--- config.mk ---
export PLATFORM = sky130hd
export DESIGN_NAME = motor_pwm
export DESIGN_NICKNAME = d
export VERILOG_FILES = /design/src/rtl/motor_pkg.sv /design/src/rtl/pwm_frame_counter.sv /design/src/rtl/motor_pwm.sv
export SDC_FILE = /design/constraint.sdc
export NUM_CORES = 1
export LEC_CHECK = 0
export ABC_AREA = 1
export CAP_MARGIN = 10
export CORE_AREA = 2 2 67 69
export CTS_CLUSTER_DIAMETER = 150
export DETAILED_ROUTE_END_ITERATION = 16
export DIE_AREA = 0 0 69 71
export HOLD_SLACK_MARGIN = 0.15
export PLACE_DENSITY = 0.78
export SLEW_MARGIN = 10
export SYNTH_ARGS = -nofsm -noshare
export SYNTH_HDL_FRONTEND = slang
export SYNTH_HIERARCHICAL = 1
export SYNTH_SLANG_ARGS = --single-unit
export TNS_END_PERCENT = 1
--- constraint.sdc ---
create_clock -name clk -period 2.13 [get_ports clk]
set_clock_uncertainty 0.05 [all_clocks]
set_input_delay 0.213 -clock clk [delete_from_list [all_inputs] [get_ports clk]]
set_output_delay 0.213 -clock clk [all_outputs]
set_load 0.05 [all_outputs]
--- src/rtl/motor_pkg.sv ---
// Shared types and default timing for the servo-style motor PWM generator.
// Defaults assume a 100 MHz clk: 20 ms frame, 2.0/1.0/1.5 ms pulses.
package motor_pkg;

  localparam int unsigned CNT_W = 21;
  localparam int unsigned WID_W = 18;

  localparam int unsigned FRAME_CYCLES_DEF = 2000000;
  localparam int unsigned PW_FWD_DEF       = 200000;
  localparam int unsigned PW_REV_DEF       = 100000;
  localparam int unsigned PW_NEUTRAL_DEF   = 150000;
  localparam int unsigned RAMP_STEP_DEF    = 10000;

  typedef enum logic [1:0] {
    IDLE       = 2'd0,
    PULSE_HIGH = 2'd1,
    PULSE_LOW  = 2'd2
  } motor_pwm_state_t;

  // Move cur toward tgt by at most step; lands exactly on tgt, never past it.
  function automatic logic [WID_W-1:0] ramp_toward(input logic [WID_W-1:0] cur,
                                                   input logic [WID_W-1:0] tgt,
                                                   input logic [WID_W-1:0] step);
    logic [WID_W-1:0] diff;
    if (tgt >= cur) begin
      diff = tgt - cur;
      return (diff > step) ? (cur + step) : tgt;
    end else begin
      diff = cur - tgt;
      return (diff > step) ? (cur - step) : tgt;
    end
  endfunction

endpackage

--- src/rtl/pwm_frame_counter.sv ---
// Free-running frame position counter, 0..FRAME_CYCLES-1 with wrap strobe.
// Synchronous clear has priority over enable.
module pwm_frame_counter
  import motor_pkg::*;
#(
  parameter int unsigned FRAME_CYCLES = FRAME_CYCLES_DEF
) (
  input  logic             clk,
  input  logic             reset,
  input  logic             i_clr,
  input  logic             i_en,
  output logic [CNT_W-1:0] o_count,
  output logic             o_wrap
);

  localparam logic [CNT_W-1:0] LP_LAST = CNT_W'(FRAME_CYCLES - 1);

  logic [CNT_W-1:0] r_count;

  assign o_count = r_count;
  assign o_wrap  = (r_count == LP_LAST);

  always_ff @(posedge clk or posedge reset) begin
    if (reset) begin
      r_count <= '0;
    end else if (i_clr) begin
      r_count <= '0;
    end else if (i_en) begin
      r_count <= o_wrap ? '0 : (r_count + CNT_W'(1));
    end
  end

endmodule

--- src/rtl/motor_pwm.sv ---
// Servo pulse generator for one motor: one pulse per frame, width from direction.
// Define MOTOR_PWM_RAMP_EN to slew the width by RAMP_STEP per frame instead of jumping.
//
// state      | meaning
// IDLE       | motor off, counter held at 0, width parked at neutral
// PULSE_HIGH | pwm high, counter below width_cur
// PULSE_LOW  | pwm low for the remainder of the frame
module motor_pwm
  import motor_pkg::*;
#(
  parameter int unsigned FRAME_CYCLES = FRAME_CYCLES_DEF,
  parameter int unsigned PW_FWD       = PW_FWD_DEF,
  parameter int unsigned PW_REV       = PW_REV_DEF,
  parameter int unsigned PW_NEUTRAL   = PW_NEUTRAL_DEF,
  parameter int unsigned RAMP_STEP    = RAMP_STEP_DEF
) (
  input  logic             clk,
  input  logic             reset,
  input  logic             motor_reset,
  input  logic             direction,
  output logic             pwm,
  output logic             frame_start,
  output logic [WID_W-1:0] width_cur
);

  localparam logic [WID_W-1:0] LP_FWD     = WID_W'(PW_FWD);
  localparam logic [WID_W-1:0] LP_REV     = WID_W'(PW_REV);
  localparam logic [WID_W-1:0] LP_NEUTRAL = WID_W'(PW_NEUTRAL);
  localparam logic [WID_W-1:0] LP_STEP    = WID_W'(RAMP_STEP);

  motor_pwm_state_t r_state;
  logic             r_pwm;
  logic             r_frame_start;
  logic [WID_W-1:0] r_width;

  logic [CNT_W-1:0] w_count;
  logic             w_wrap;
  logic             w_clr;
  logic             w_en;
  logic             w_pulse_end;
  logic [WID_W-1:0] w_target;
  logic [WID_W-1:0] w_next_width;

  // Counter sits at 0 through IDLE so the first active cycle is position 0.
  assign w_clr = motor_reset | (r_state == IDLE);
  assign w_en  = (r_state != IDLE);

  pwm_frame_counter #(
    .FRAME_CYCLES(FRAME_CYCLES)
  ) u_frame_counter (
    .clk    (clk),
    .reset  (reset),
    .i_clr  (w_clr),
    .i_en   (w_en),
    .o_count(w_count),
    .o_wrap (w_wrap)
  );

  assign w_target    = direction ? LP_FWD : LP_REV;
  assign w_pulse_end = (w_count == (CNT_W'(r_width) - CNT_W'(1)));

`ifdef MOTOR_PWM_RAMP_EN
  // r_width is parked at neutral in IDLE, so the first frame ramps from there.
  assign w_next_width = ramp_toward(r_width, w_target, LP_STEP);
`else
  logic w_unused_step;
  assign w_unused_step = ^LP_STEP;
  assign w_next_width  = w_target;
`endif

  always_ff @(posedge clk or posedge reset) begin
    if (reset) begin
      r_state       <= IDLE;
      r_pwm         <= 1'b0;
      r_frame_start <= 1'b0;
      r_width       <= LP_NEUTRAL;
    end else if (motor_reset) begin
      r_state       <= IDLE;
      r_pwm         <= 1'b0;
      r_frame_start <= 1'b0;
      r_width       <= LP_NEUTRAL;
    end else if ((r_state == IDLE) || w_wrap) begin
      r_state       <= (w_next_width != '0) ? PULSE_HIGH : PULSE_LOW;
      r_pwm         <= (w_next_width != '0);
      r_frame_start <= 1'b1;
      r_width       <= w_next_width;
    end else if ((r_state == PULSE_HIGH) && w_pulse_end) begin
      r_state       <= PULSE_LOW;
      r_pwm         <= 1'b0;
      r_frame_start <= 1'b0;
    end else begin
      r_frame_start <= 1'b0;
    end
  end

  assign pwm         = r_pwm;
  assign frame_start = r_frame_start;
  assign width_cur   = r_width;

endmodule

==> summary.txt <==
IO Count: 24
Antenna viol nets, final: 0
Final Cycle Share: 94.8%
Req. time, crit path: 1870 ps
# DRC: 0
Die Area: 4900 µm²
Placed insts: 409
Layout net count: 370
Design area: 2590 µm²
Yosys top cell area share: 28.5%
Count leader, synth: nand2_1
Terminus of the critical flop-to-flop path: r_state[0]
GRT met1 Usage: 29.6%
Slew @ Worst Pin: 565 ps
Share of cells above drive strength 1: 15.1%
Most Used Layer, Global Route: met2
FF+latch area: 729 µm²
CTS max path bufs: 2
Area contributors post-synth: dfrtp_1, nand2_1, nor2_1
Worst IR drop on VDD: 0.000362 V
Worst Slack Setup Final: 112 ps
Max Cap Viol: 0
Fmax: 0.495 GHz
WP buf/inv: 1
Synth top cells by count: nand2_1, nor2_1, inv_1
Register area share after synthesis: 31.9%
1st-pass router iterations: 5
Die width: 69 µm
CTS Hold Bufs: 0
Critical path cell sequence: clkdlybuf4s50_1
Starting Density: 54.3%
Critical Path AT: 1760 ps
Routed len/inst: 12.9 µm
Crit-path leading delay family: buffers and inverters
Fill count: 406
Vias in the first global route: 2069
Final TNS setup: 0 ps
CTS buffer count: 5
Largest net degree at the start of global routing: 22
Slowest-stage cell, CP: clkdlybuf4s50_1
XOR/XNOR Fraction of Synth Area: 3.83%
DR vias/cell: 5.16
Crit-path max cell delay: 840 ps
PD cells: 529 nW/µm²
Rel. slew slack: 62.2%
Fraction of the mapped netlist area in compound gates: 4.11%
Post-synthesis mux area share: 0.438%
Synth-to-layout area growth: 13.2%
Cell taking the most area after synthesis: dfrtp_1
Final Instance Count excl. Fillers: 417
Final Wtd Congestion: 0.970
Setup bufs post-CTS: 0
Final Max Slew Viols: 0
Number of synthesized flops with an enable pin: 0
GRT Residual Overflow: 0
Most used DFF post-synth: dfrtp_1
Setup crit end kind: output port
Worst R2R Start: width_cur[14]
DP Wirelength: 4.19 mm
Met2 Use GR: 41.6%
Synth Area in Adders: 1.10%
Synth Instances: 341
Core ar.: 4200 µm²
Seq cells post-synth: 29
Worst R2R Path Depth: 12
Post-Syn Area: 2280 µm²
Minimum clock period: 2020 ps
Number of distinct library cells after synthesis: 34
Clk root buf: clkbuf_8
Asr flop ratio synth: 100%
Placement Setup Slack: 158 ps
Main combinational cell family by area after synthesis: simple AND/OR/NAND/NOR gates
1st-iter DRT viols: 153
Min-delay worst type: primary input to asynchronous set/reset pin
Sink Count: 29
Met3 GRT Util: 4.42%
Flop2flop setup slack: 160 ps
RSZ-0062 raised after global routing: no
Critical Path Start Type: flip-flop
Yosys warnings: 6
CP max FO: 7
First-pass GRT wire length: 9.33 mm
Worst setup path class: flip-flop to output port
Worst-path clk slew: 70 ps
Die Ht: 71 µm
Outcome: complete, no violations
Placed inst area: 2490 µm²
Ant. Diodes: 0
Multi-input logic area: 1280 µm²
Total Wirelength: 5.38 mm
CTS tree: done
Post-synthesis area per instance: 6.70 µm²
IO buf count: 17
Synth Area in Simple Gates: 45.4%
Core Rows: 24
Initial antenna violation count: 0
Lkg Pwr: 0.00118 µW
Total track usage: 23.8%
DR vias: 2152
Clock latency on the worst-skew pair: 290 ps
Hold Fails Final Rpt: 0
Max H-tree Level: 2
# setup viols final: 0
==> metal layers <==
layer  share of wire [%]  wire length (µm)
met4                 1.6                84
met5                   0                 0
met2                  49              2620
met1                  43              2340
met3                 6.2               334
==> through the flow <==
step,power [µW],utilization [%],hold WS [ps]
6_report,1370,61.5,157
5_1_grt,1430,61.5,190
4_1_cts,1380,61.4,167
3_5_place_dp,932,59.3,477
3_3_place_gp,928,59.3,446
2_1_floorplan,863,-,-23.5
==> worst max-delay path by stage <==
stage                   from            to  slack, ps  depth (start not counted)
2_1_floorplan  width_cur[14]    r_state[0]        120                         12
3_3_place_gp   width_cur[14]    r_state[0]        210                         12
3_5_place_dp   width_cur[14]    r_state[0]        160                         12
4_1_cts        width_cur[11]  width_cur[6]        100                          1
5_1_grt        width_cur[14]    r_state[0]         30                         12
6_report       width_cur[11]  width_cur[6]        110                          1
==> sequential cells by signal (all words and copies together) (netlist names) <==
| name | flops |
|---|---|
| u_frame_counter/o_count | 21 |
| frame_start | 1 |
| r_state | 2 |
| width_cur | 5 |
==> cell families after synthesis <==
kind of cell / count (synthesis)
AOI/OAI and AO/OA: 15
other: 1
and+or+nand+nor: 219
xor gates and xnor gates: 10
DFF: 29
buffers and inverters: 64
muxes: 1
adders and majority gates: 2
==> layout by cell type (no fill, tap or decap), types with 2 or more instances in the layout <==
master,netlist,final
nand2_1,99,99
nor2_1,53,53
inv_1,45,45
dfrtp_1,26,26
nand3_1,22,22
clkdlybuf4s50_1,0,17
nand4_1,10,10
nand2_2,8,8
buf_4,14,8
xor2_1,8,8
nor2_4,7,7
conb_1,1,6
clkbuf_8,0,5
a21oi_1,4,4
inv_2,4,4
nand3_2,4,4
nor3_1,4,4
nor2_2,4,4
o21ai_0,4,4
nor3_2,3,3
dfstp_2,3,3
nand3b_1,2,2
xnor2_1,2,2
ha_1,2,2
clkinv_2,0,2
==> repair_timing <==
action	4_1_cts	5_1_grt
hold endpoints to repair	0	0
setup endpoints to repair	0	1
resized for setup	0	1
==> where the power goes <==
part | total, µW | internal, µW | switching, µW
logic | 330 | 91.7 | 238
registers | 592 | 568 | 23.4
clock network | 447 | 225 | 223
==> layout make-up <==
cell class | instances | share of cell area (%)
sequential | 29 | 28.2
multi-input combinational | 253 | 49.6
tap | 52 | 2.52
timing repair buffer | 25 | 8.90
clock buffer | 5 | 2.66
inverter | 50 | 7.45
clock inverter | 3 | 0.677
==> worst reg2reg max path, stage by stage, from the launching register on <==
cell     delay, ps
dfstp_2        620
inv_2           90
ha_1           310
nand2_1         70
nand2_1         50
nor2_1         100
nand2_1         70
nor2_1         100
nand2_1         60
nor2_2         110
nand3_2        110
nand2_1         80
nand2_1         40
(Power assumes the default switching activity.)
